`src/rtl/cpack_length_ctrl.sv`:
```
// Length control stage ahead of the compressed-line packer.
// Turns match-code pairs into shift amounts and packer control flags.
module cpack_length_ctrl #(
  parameter int WORD2_LENGTH  = 6,
  parameter int TOTAL_LENGTH  = 7,
  parameter int OUT_SHIFT_BIT = 7,
  parameter int CHUNK_BITS    = 64,
  parameter int LINE_BITS     = 512,
  parameter int COUNT_WIDTH   = 10
) (
  input  logic                     i_clk,
  input  logic                     i_reset,
  input  logic                     i_valid,
  output logic                     o_ready,
  input  logic [2:0]               i_code1,
  input  logic [2:0]               i_code2,
  input  logic                     i_last,
  output logic [WORD2_LENGTH-1:0]  o_word2_length,
  output logic [TOTAL_LENGTH-1:0]  o_total_length,
  output logic [OUT_SHIFT_BIT-1:0] o_out_shift,
  output logic                     o_store_flag,
  output logic                     o_push_flag,
  output logic                     o_fill_flag,
  output logic                     o_output_flag,
  output logic                     o_stop_flag,
  output logic [COUNT_WIDTH-1:0]   o_line_bits
);

  typedef enum logic [1:0] {IDLE, ACCUM, FLUSH, DONE} state_t;

  localparam logic [7:0] CHUNK = 8'(CHUNK_BITS);
  localparam logic [COUNT_WIDTH-1:0] LINE_MAX = COUNT_WIDTH'(LINE_BITS);

  state_t state;
  logic [7:0] acc;
  logic [7:0] acc_sum;
  logic accept;
  logic [WORD2_LENGTH-1:0] len1, len2;
  logic [TOTAL_LENGTH-1:0] pair_len;
  logic [OUT_SHIFT_BIT-1:0] shift_nxt;
  logic [COUNT_WIDTH:0] line_sum;
  logic [COUNT_WIDTH-1:0] line_nxt;

  // Reserved codes fall back to the uncompressed length.
  function automatic logic [WORD2_LENGTH-1:0] code_len(
    input logic [2:0] c
  );
    case (c)
      3'b000:  code_len = WORD2_LENGTH'(2);
      3'b001:  code_len = WORD2_LENGTH'(34);
      3'b010:  code_len = WORD2_LENGTH'(6);
      3'b011:  code_len = WORD2_LENGTH'(24);
      3'b100:  code_len = WORD2_LENGTH'(12);
      3'b101:  code_len = WORD2_LENGTH'(16);
      default: code_len = WORD2_LENGTH'(34);
    endcase
  endfunction

  always_comb begin
    accept    = i_valid & o_ready;
    len1      = code_len(i_code1);
    len2      = code_len(i_code2);
    pair_len  = TOTAL_LENGTH'(len1) + TOTAL_LENGTH'(len2);
    acc_sum   = acc + 8'(pair_len);
    shift_nxt = OUT_SHIFT_BIT'(CHUNK - acc);
    line_sum  = {1'b0, o_line_bits}
              + (COUNT_WIDTH+1)'(pair_len);
    line_nxt  = line_sum[COUNT_WIDTH] ? '1
              : line_sum[COUNT_WIDTH-1:0];
  end

  always_ff @(posedge i_clk) begin
    if (i_reset) begin
      state          <= IDLE;
      acc            <= '0;
      o_ready        <= 1'b1;
      o_word2_length <= '0;
      o_total_length <= '0;
      o_out_shift    <= '0;
      o_store_flag   <= 1'b0;
      o_push_flag    <= 1'b0;
      o_fill_flag    <= 1'b0;
      o_output_flag  <= 1'b0;
      o_stop_flag    <= 1'b0;
      o_line_bits    <= '0;
    end else begin
      o_store_flag  <= 1'b0;
      o_push_flag   <= 1'b0;
      o_fill_flag   <= 1'b0;
      o_output_flag <= 1'b0;
      case (state)
        IDLE, ACCUM: begin
          if (accept) begin
            o_word2_length <= len1;
            o_total_length <= pair_len;
            o_line_bits    <= line_nxt;
            if (state == IDLE) o_stop_flag <= 1'b0;
            if (acc_sum >= CHUNK) begin
              o_store_flag <= 1'b1;
              o_out_shift  <= shift_nxt;
              acc          <= acc_sum - CHUNK;
            end else begin
              acc <= acc_sum;
            end
            if (i_last) begin
              state   <= FLUSH;
              o_ready <= 1'b0;
            end else begin
              state <= ACCUM;
            end
          end
        end
        FLUSH: begin
          // Residual bits are padded out to a full chunk.
          if (acc != '0) begin
            o_push_flag  <= 1'b1;
            o_fill_flag  <= 1'b1;
            o_store_flag <= 1'b1;
            o_out_shift  <= shift_nxt;
            acc          <= '0;
          end
          state <= DONE;
        end
        DONE: begin
          o_output_flag <= 1'b1;
          o_stop_flag   <= o_line_bits > LINE_MAX;
          o_line_bits   <= '0;
          acc           <= '0;
          o_ready       <= 1'b1;
          state         <= IDLE;
        end
        default: begin
          state   <= IDLE;
          o_ready <= 1'b1;
        end
      endcase
    end
  end

endmodule

```
`config.mk`:
```
export PLATFORM = sky130hd
export DESIGN_NAME = cpack_length_ctrl
export DESIGN_NICKNAME = d
export VERILOG_FILES = /design/src/rtl/cpack_length_ctrl.sv
export SDC_FILE = /design/constraint.sdc
export NUM_CORES = 1
export LEC_CHECK = 0
export BUFFER_PORTS_ARGS = -buffer_cell sky130_fd_sc_hd__buf_2
export CORE_MARGIN = 2
export CORE_UTILIZATION = 55
export DETAILED_ROUTE_END_ITERATION = 10
export GPL_ROUTABILITY_DRIVEN = 1
export PLACE_DENSITY = 0.8
export RECOVER_POWER = 100
export SYNTH_ARGS = -nofsm -noshare
export SYNTH_HDL_FRONTEND = slang
export SYNTH_SLANG_ARGS = --single-unit
```
`constraint.sdc`:
```
create_clock -name i_clk -period 7.5 [get_ports i_clk]
set_input_delay 0.75 -clock i_clk [delete_from_list [all_inputs] [get_ports i_clk]]
set_output_delay 0.75 -clock i_clk [all_outputs]
set_load 0.1 [all_outputs]
```
==> results of run 1 <==
## worst min-delay path: stages (launching register included)
cell	delay (ns)
dfxtp_1	0.32
nand2_1	0.05
a21oi_1	0.05
## synth_stat cells (6+ instances only)
| master | count |
|---|---|
| inv_1 | 11 |
| dfxtp_1 | 41 |
| a21oi_1 | 31 |
| nand3_1 | 12 |
| xor2_1 | 10 |
| ha_1 | 25 |
| nand2_1 | 34 |
| a21o_1 | 6 |
| nor2_1 | 31 |
| clkbuf_1 | 7 |
| o21ai_0 | 18 |
| nand2b_1 | 8 |
## how the worst max path moves through the flow
stage,from,end,slack (ns),cells after the start
6_report,i_code1[2],o_out_shift[4]$_SDFFE_PP0P_,2.56,18
5_1_grt,i_code2[2],o_out_shift[3]$_SDFFE_PP0P_,2.20,18
4_1_cts,i_code1[2],o_out_shift[5]$_SDFFE_PP0P_,3.18,17
3_5_place_dp,i_code1[2],o_out_shift[5]$_SDFFE_PP0P_,2.87,17
3_3_place_gp,i_code1[2],o_out_shift[3]$_SDFFE_PP0P_,2.99,17
2_1_floorplan,i_code1[2],o_out_shift[6]$_SDFFE_PP0P_,3.31,16
## power by group
| group | total (mW) | internal [mW] | leakage (nW) | switching (mW) |
|---|---|---|---|---|
| logic | 0.623 | 0.168 | 0.815 | 0.455 |
| registers | 0.300 | 0.261 | 0.335 | 0.0394 |
| clock network | 0.163 | 0.0833 | 0.0542 | 0.0795 |
## metrics by stage
| step | power (mW) | util (%) |
|---|---|---|
| after CTS | 1.13 | 63.3 |
| after global routing | 1.16 | 61.2 |
| final | 1.09 | 61.2 |
| after global placement | 0.954 | 61.1 |
| after detailed placement | 0.967 | 61.1 |
| after floorplan | 0.861 | - |
## layout by cell type (no fill, tap or decap), types with 6 or more instances in the layout
master and count:
nor3_1 6, a21o_1 6, buf_2 7, xor2_1 11
dfxtp_1 41, clkbuf_1 35, nand3_1 12, inv_1 11
nand2b_1 8, clkbuf_8 7, a21oi_1 31, nor2_1 31
nand2_1 34, ha_1 25, o21ai_0 19
## cell type report
cell class / instances / area [um2]
well taps: 54 / 67.6
flip-flops and latches: 41 / 821
inverters: 11 / 41.3
clock inverters: 1 / 5.00
multi-input cells: 253 / 1670
clock buffers: 7 / 96.3
repair buffers: 42 / 166
fillers: 449 / 1820
## metal layers
layer	track usage, %	vias to the layer above	wire length (um)
li1	-	1184	-
met1	30.4	1091	2660
met2	35.4	54	2770
met3	4.25	5	266
met4	8.48	0	63
met5	0	-	0
## kinds of logic (layout without fill, tap and decap cells)
| group | count (synthesis) | count (layout) |
|---|---|---|
| and+or+nand+nor | 119 | 119 |
| AOI/OAI and AO/OA | 83 | 83 |
| DFF | 41 | 41 |
| adders and majority gates | 28 | 28 |
| buffers and inverters | 23 | 61 |
| xor gates and xnor gates | 16 | 16 |
| muxes | 4 | 4 |
| other | 1 | 3 |
## registers in the layout (all words and copies together) (netlist names), 2 cells and up
| register | cells |
|---|---|
| acc | 7 |
| o_line_bits | 10 |
| o_word2_length | 5 |
| o_total_length | 6 |
| state | 2 |
| o_out_shift | 6 |
==> flow_metrics.tcl, run 1 <==
set metrics [dict create \
    criticalPathCategory "input port to flop" \
    synth_warnings 0 \
    diodes 0 \
    worstSetupEndpointType "flop" \
    hold_path_class "flop to flop" \
    placedCellCount 401 \
    synth_xor_area_share_pct 5.87 \
    drtIter0Drc 110 \
    ys_ff_latch 41 \
    syn_area_per_cell_um2 8.39 \
    startpoint_type "input port" \
    dp_hpwl_um 4320 \
    synth-simple-area-share_pct 22.4 \
    whs_path_depth 2 \
    cts_root_buffer "clkbuf_8" \
    fin_skew_ns 0.00879 \
    cts_buffers 5 \
    fin_cells 409 \
    ctsResizeCount 0 \
    rsz0062_at_grt "false" \
    fin_ws_ns 2.56 \
    worstMarginPinSlew_ns 1.67 \
    initial_core_util_pct 56.3 \
    cts_tree "built" \
    grt_max_degree 39 \
    whs_endpoint "o_total_length[1]$_SDFFE_PP0P_" \
    die_w_um 73.3 \
    synth_top_area_cell "dfxtp_1" \
    netlist_area_um2 2640 \
    slew_viol_final 39 \
    overflow 0 \
    fin_nets 392 \
    relSlewSlack_pct -11.5 \
    antenna_found_initial 0 \
    r2r_cells 13 \
    finalWeightedCongestion 0.848 \
    wl_per_cell_um 14.1 \
    yosysUniqueCellTypes 55 \
    synth_seq_area_share_pct 31.1 \
    setup_tns_ns 0 \
    synth_area_leaders "dfxtp_1 (31%), ha_1 (12%), a21oi_1 (5.9%)" \
    critPathBufInv 2 \
    vias_per_cell 5.71 \
    r2r_slack_ns 3.76 \
    placementRows 25 \
    p_per_area_nw_per_um2 378 \
    synth_compound_gate_area_share_pct 21.0 \
    min_period_ns 4.94 \
    cts_hold_buf 0 \
    drc_errors 0 \
    clk_pin_slew_ns 0.08 \
    first_pass_iters 4 \
    max_freq_mhz 202 \
    core_um2 4690 \
    synth_edf_count 0 \
    worst_ep_required_time_ns 7.71 \
    power.leakage_nw 1.20 \
    synthAdderAreaFrac_pct 14.1 \
    status "finished with violations" \
    vdd_ir_drop_max_v 0.000218 \
    synth_top_family_by_area "simple AND/OR/NAND/NOR gates" \
    synth_ff_type "dfxtp_1" \
    die_h_um 73.3 \
    grt_usage_pct 22.4 \
    crit_path_max_fanout 7 \
    worstPathCellList "buf_2 -> nand3b_1 -> and2_1 -> ha_1 -> fa_1 -> a21o_1 -> a21oi_1 -> xnor2_1 -> ha_1 -> inv_1 -> o21bai_1 -> a21oi_1 -> xor2_1 -> ha_1 -> nand4b_1 -> o311ai_0 -> nand3_1 -> a21oi_1" \
    drive_above_1_share_pct 7.61 \
    vias 2334 \
    place_area_um2 2870 \
    drv_cap 1 \
    cp_slowest_cell "o311ai_0" \
    arrival_ns 5.15 \
    hold_violations 0 \
    stdcell_area_um2 2870 \
    crit_family "compound AO/OA/AOI/OAI gates" \
    area_growth_pct 8.66 \
    insertion_delay_ns 0.30 \
    synthCells 315 \
    crit-reg2reg-launch "acc[1]$_SDFFE_PP0P_" \
    critPathMaxStageDelay_ns 1.06 \
    cts.path.max_buffers 2 \
    pre_cts_slack_ns 2.87 \
    ctsHtreeMaxLevel 2 \
    dieArea_um2 5380 \
    clkSinkCount 41 \
    grt_pass1_vias 2074 \
    io_buffers 42 \
    worst_hold_slack_ns 0.460 \
    period_share_pct 65.9 \
    synth_top_area_share_pct 31.1 \
    drt_wl_total_um 5760 \
    async_flop_share_pct 0 \
    muxShareOfSynthArea_pct 1.56 \
    final_antenna_net_count 0 \
    rr_endpoint "o_out_shift[4]$_SDFFE_PP0P_" \
    min_from "o_total_length[1]$_SDFFE_PP0P_" \
    setup_viol 0 \
    grt_pass1_wl_um 9360 \
    failed_checks "max-capacitance violations, max-slew violations" \
    boundaryPins 46 \
    post_cts_buffers 0 \
]
Note: power is estimated with default switching activity, not from simulation.
==> run 2, diff against run 1 <==
clock period = 4.7 ns   (was 7.5 ns; I/O delays follow)
==> run 2 against run 1 <==
Against the previous run: the flow now finishes without violations; sequential power grew 60%; sequential share of layout area decreased by 0.19 points; register-to-register slack worse by 2.3 ns; final cell count unchanged; critical endpoint is now o_out_shift[6]$_SDFFE_PP0P_; largest power group unchanged.
==> flow_metrics.tcl, run 2 (synthesis gave the netlist of run 1 again) <==
set metrics [dict create \
    grt_usage_pct 22.8 \
    drt_wl_total_um 5760 \
    grt_pass1_wl_um 9620 \
    p_per_area_nw_per_um2 618 \
    hold_path_class "flop to flop" \
    worst_ep_required_time_ns 4.91 \
    dieArea_um2 5380 \
    clk_pin_slew_ns 0.08 \
    core_um2 4690 \
    grt_max_degree 39 \
    worst_hold_slack_ns 0.459 \
    cts_tree "built" \
    setup_viol 0 \
    cts.path.max_buffers 2 \
    clkSinkCount 41 \
    cts_root_buffer "clkbuf_8" \
    worstSetupEndpointType "flop" \
    status "completed" \
    route.met3.wl_um 253 \
    antenna_found_initial 0 \
    min_period_ns 4.15 \
    placedCellCount 401 \
    drv_cap 0 \
    die_w_um 73.3 \
    initial_core_util_pct 56.3 \
    dp_hpwl_um 4320 \
    rsz0062_at_grt "false" \
    power_mw 1.79 \
    fin_ws_ns 0.550 \
    relSlewSlack_pct 22.0 \
    slew_viol_final 0 \
    cts_buffers 5 \
    vias 2329 \
    wl_per_cell_um 14.1 \
    startpoint_type "input port" \
    vdd_ir_drop_max_v 0.000291 \
    cts_hold_buf 0 \
    drtIter0Drc 104 \
    layout_commonest_cell "dfxtp_1" \
    final_antenna_net_count 0 \
    top_regs "o_line_bits (10), acc (7)" \
    grt_pass1_vias 2141 \
    insertion_delay_ns 0.30 \
    die_h_um 73.3 \
    top_register "o_line_bits" \
    setup_tns_ns 0 \
    max_freq_mhz 241 \
    ctsHtreeMaxLevel 2 \
    largest_reg_flops 10 \
    arrival_ns 4.36 \
    criticalPathCategory "input port to flop" \
    layout_common_cells "dfxtp_1 (41), clkbuf_1 (35), nand2_1 (34)" \
    area_growth_pct 9.37 \
    period_share_pct 88.3 \
    wl_met1_um 2660 \
    fin_skew_ns 0.00546 \
    placementRows 25 \
    crit_path_max_fanout 7 \
    drc_errors 0 \
    post_cts_buffers 0 \
    pre_cts_slack_ns 0.349 \
    worstMarginPinSlew_ns 1.17 \
    finalWeightedCongestion 0.844 \
    drive_above_1_share_pct 7.61 \
    dr_wl_met2_um 2790 \
    io_buffers 42 \
    power.leakage_nw 1.21 \
    top_layer "met4" \
    fin_nets 392 \
    diodes 0 \
    vias_per_cell 5.69 \
    first_pass_iters 4 \
    fin_cells 409 \
    overflow 0 \
    boundaryPins 46 \
    ctsResizeCount 0 \
    hold_violations 0 \
]
-- run 2: changes by cell type in the layout (fill, tap and decap cells not counted), sizes merged --
cell	change
clkinv	-1
bufinv	+1
buf	+1
clkbuf	-1
-- run 2: final timing paths --
| check | endpoint | slack (ns) | startpoint | depth (start not counted) |
|---|---|---|---|---|
| worst max-delay path | o_out_shift[6]$_SDFFE_PP0P_ | 0.55 | i_code1[1] | 18 |
| worst min-delay path | o_total_length[1]$_SDFFE_PP0P_ | 0.46 | o_total_length[1]$_SDFFE_PP0P_ | 2 |
| worst max register to register | o_out_shift[6]$_SDFFE_PP0P_ | 1.49 | acc[1]$_SDFFE_PP0P_ | 13 |
| worst min register to register | o_total_length[1]$_SDFFE_PP0P_ | 0.46 | o_total_length[1]$_SDFFE_PP0P_ | 2 |
-- run 2: worst max-delay path, cell delays in order --
cell	delay, ns
clkbuf_1	0.12
nand2b_1	0.16
and2_0	0.17
ha_1	0.23
fa_1	0.40
a21o_1	0.17
a21oi_1	0.20
xnor2_1	0.26
ha_1	0.35
inv_1	0.07
o21bai_1	0.07
a21oi_1	0.18
xor2_1	0.26
ha_1	0.20
nand4b_1	0.17
o311ai_2	0.55
a21oi_2	0.09
a311oi_1	0.24
-- run 2: routing by layer --
| layer | GRT usage, % | up-vias |
|---|---|---|
| met5 | 0 | - |
| met4 | 8.89 | 0 |
| met3 | 3.84 | 7 |
| met2 | 36.3 | 66 |
| met1 | 31.0 | 1074 |
| li1 | - | 1182 |
-- run 2: cell type report --
cell class / count / area, um2
repair buffers: 42 / 168
clock buffers: 7 / 86.3
inverters: 11 / 41.3
flip-flops and latches: 41 / 821
fillers: 442 / 1800
clock inverters: 1 / 30.0
multi-input cells: 253 / 1680
well taps: 54 / 67.6
-- run 2: per-stage QoR --
stage / utilization, % / area (um2)
final: 61.6 / 2890
after floorplan: - / 2650
after CTS: 63.6 / 2980
after global routing: 61.6 / 2890
after global placement: 61.1 / 2870
after detailed placement: 61.1 / 2870
-- run 2: power breakdown --
| group | leakage [nW] | switching (mW) | internal, mW |
|---|---|---|---|
| registers | 0.335 | 0.0633 | 0.416 |
| logic | 0.817 | 0.734 | 0.271 |
| clock network | 0.0585 | 0.127 | 0.173 |
| total | 1.21 | 0.924 | 0.861 |
==> run 3, diff against run 2 <==
CORE_UTILIZATION = 51   (was 55)
GPL_TIMING_DRIVEN = 0   (was default)
PLACE_DENSITY = 0.78   (was 0.8)
clock period = 3.65 ns   (was 4.7 ns; I/O delays follow)
==> run 3 against run 2 <==
Against the previous run: clock skew rose by 0.0054 ns; hold slack lost 0.098 ns; core utilization increased by 6.0 points; critical path type unchanged; sequential power up 31%; routed wire length grew 17%; highest routed layer unchanged; power up 50%; setup slack got worse by 0.54 ns; clock power up 30%; die area up 7.4%.
==> flow_metrics.tcl, run 3 (synthesis gave the netlist of run 1 again) <==
set metrics [dict create \
    io_buffers 42 \
    crit_family "compound AO/OA/AOI/OAI gates" \
    critPathBufInv 3 \
    clkSinkCount 41 \
    min_period_ns 3.64 \
    dieArea_um2 5770 \
    cts_hold_buf 0 \
    period_share_pct 99.6 \
    die_h_um 76.0 \
    core_um2 5040 \
    crit_end "o_out_shift[6]$_SDFFE_PP0P_" \
    status "completed" \
    grt_pass1_vias 2298 \
    max_freq_mhz 275 \
    clk_pin_slew_ns 0.09 \
    n_fill_cell 420 \
    wl_per_cell_um 15.0 \
    hold_path_class "input port to flop" \
    cp_slowest_cell "fa_2" \
    fin_cells 449 \
    worstSetupEndpointType "flop" \
    first_pass_iters 4 \
    vias_per_cell 5.47 \
    initial_core_util_pct 52.4 \
    grt_pass1_wl_um 10900 \
    vdd_ir_drop_max_v 0.000405 \
    top_register "o_line_bits" \
    grt_max_degree 14 \
    placementRows 26 \
    drc_errors 0 \
    arrival_ns 3.85 \
    drtIter0Drc 115 \
    rr_endpoint "o_out_shift[6]$_SDFFE_PP0P_" \
    largest_reg_flops 10 \
    final_antenna_net_count 0 \
    placedCellCount 429 \
    ctsHtreeMaxLevel 2 \
    hold_violations 0 \
    insertion_delay_ns 0.30 \
    worstMarginPinSlew_ns 0.628 \
    finalWeightedCongestion 0.912 \
    vias 2457 \
    power.leakage_nw 1.52 \
    overflow 0 \
    boundaryPins 46 \
    worst_ep_required_time_ns 3.87 \
    crit_cells 19 \
    crit_path_max_fanout 4 \
    fin_nets 416 \
    relSlewSlack_pct 58.1 \
    top_regs "o_line_bits (10), acc (7)" \
    fin_skew_ns 0.0108 \
    r2r_slack_ns 0.64 \
    fin_ws_ns 0.0130 \
    seqCellArea_um2 821 \
    cts_root_buffer "clkbuf_8" \
    setup_viol 0 \
    cts_tree "built" \
    critPathMaxStageDelay_ns 0.42 \
    p_per_area_nw_per_um2 787 \
    startpoint_type "input port" \
    slew_viol_final 0 \
    r2r_cells 14 \
    die_w_um 76.0 \
    crit_path_start "i_code1[2]" \
    cts.path.max_buffers 2 \
    cts_buffers 5 \
    crit-reg2reg-launch "acc[1]$_SDFFE_PP0P_" \
    worstPathCellList "buf_8 -> nand3b_1 -> and2_4 -> ha_4 -> fa_2 -> a21o_1 -> a21oi_2 -> xnor2_2 -> ha_4 -> inv_2 -> o21bai_1 -> a21oi_1 -> xor2_1 -> ha_2 -> nand4b_4 -> o311ai_4 -> buf_4 -> a21oi_2 -> a311oi_1" \
    drt_wl_total_um 6740 \
    rsz0062_at_grt "true" \
    drv_cap 0 \
    worst_hold_slack_ns 0.362 \
    area_growth_pct 29.0 \
    grt_usage_pct 23.2 \
    diodes 0 \
    setup_tns_ns 0 \
    multiInputGateArea_um2 1970 \
    drive_above_1_share_pct 30.9 \
    antenna_found_initial 0 \
    criticalPathCategory "input port to flop" \
    layout_common_cells "dfxtp_1 (41), buf_2 (41), nand2_1 (34)" \
    pre_cts_slack_ns -0.581 \
    dp_hpwl_um 4660 \
]
==> run 3: cell count changes in the layout (fill, tap and decap cells not counted), moves of 5 or more <==
cell,change
buf_2,+33
clkbuf_1,-28
buf_4,+16
o21ai_0,-7
ha_1,-6
xor2_1,-6
ha_4,+5
xor2_2,+5
==> run 3: worst reg2reg max path, cell delays in order, from the launching register on <==
cell	delay [ns]
dfxtp_1	0.43
ha_1	0.22
inv_1	0.06
fa_2	0.34
nand2b_4	0.16
o2bb2ai_2	0.14
o21bai_1	0.15
a21oi_1	0.11
xor2_1	0.22
ha_2	0.24
nand4b_4	0.16
o311ai_4	0.29
buf_4	0.18
a21oi_2	0.05
a311oi_1	0.19
==> run 3: power breakdown <==
group / total, mW / internal [mW] / switching [mW]
combinational: 1.67 / 0.566 / 1.10
sequential: 0.627 / 0.536 / 0.0913
clock: 0.391 / 0.223 / 0.168
total: 2.68 / 1.32 / 1.36
==> run 3: worst min path at each step <==
stage	end	slack, ns	start	cells after the start
after global routing	acc[6]$_SDFFE_PP0P_	0.36	i_reset	3
final	state[0]$_SDFFE_PP0N_	0.36	i_last	3
after detailed placement	o_word2_length[5]$_SDFFE_PP0P_	0.45	o_word2_length[5]$_SDFFE_PP0P_	2
after global placement	o_word2_length[5]$_SDFFE_PP0P_	0.44	o_word2_length[5]$_SDFFE_PP0P_	2
after CTS	state[0]$_SDFFE_PP0N_	0.36	i_last	3
after floorplan	o_out_shift[1]$_SDFFE_PP0P_	0.49	acc[1]$_SDFFE_PP0P_	2
==> run 3: cell type report <==
| cell class | count | share of cell area [%] |
|---|---|---|
| buffer | 12 | 1.76 |
| multi-input combinational | 253 | 57.7 |
| timing repair buffer | 54 | 9.10 |
| clock buffer | 6 | 2.42 |
| sequential | 41 | 24.1 |
| inverter | 11 | 1.21 |
| tap | 70 | 2.57 |
| clock inverter | 2 | 1.10 |
==> run 3: routing by layer <==
layer / vias to the layer above / part of all wire, % / track usage, %
li1: 1218 / - / -
met1: 1163 / 42 / 29.8
met2: 61 / 51 / 39.6
met3: 15 / 5.1 / 3.91
met4: 0 / 1.7 / 8.36
met5: - / 0 / 0
==> run 3: repair_timing <==
action | CTS | global route
setup endpoints to repair | 9 | 9
gates resized for setup | 15 | 26
buffers inserted | 7 | 5
pin swaps | 13 | 23
==> run 3: per-stage QoR <==
stage	power [mW]	utilization, %	area [um2]
after global routing	2.85	67.6	3410
after detailed placement	2.03	58.8	2970
final	2.68	67.6	3410
after floorplan	1.79	-	2670
after global placement	1.99	58.8	2970
after CTS	2.54	64.2	3240
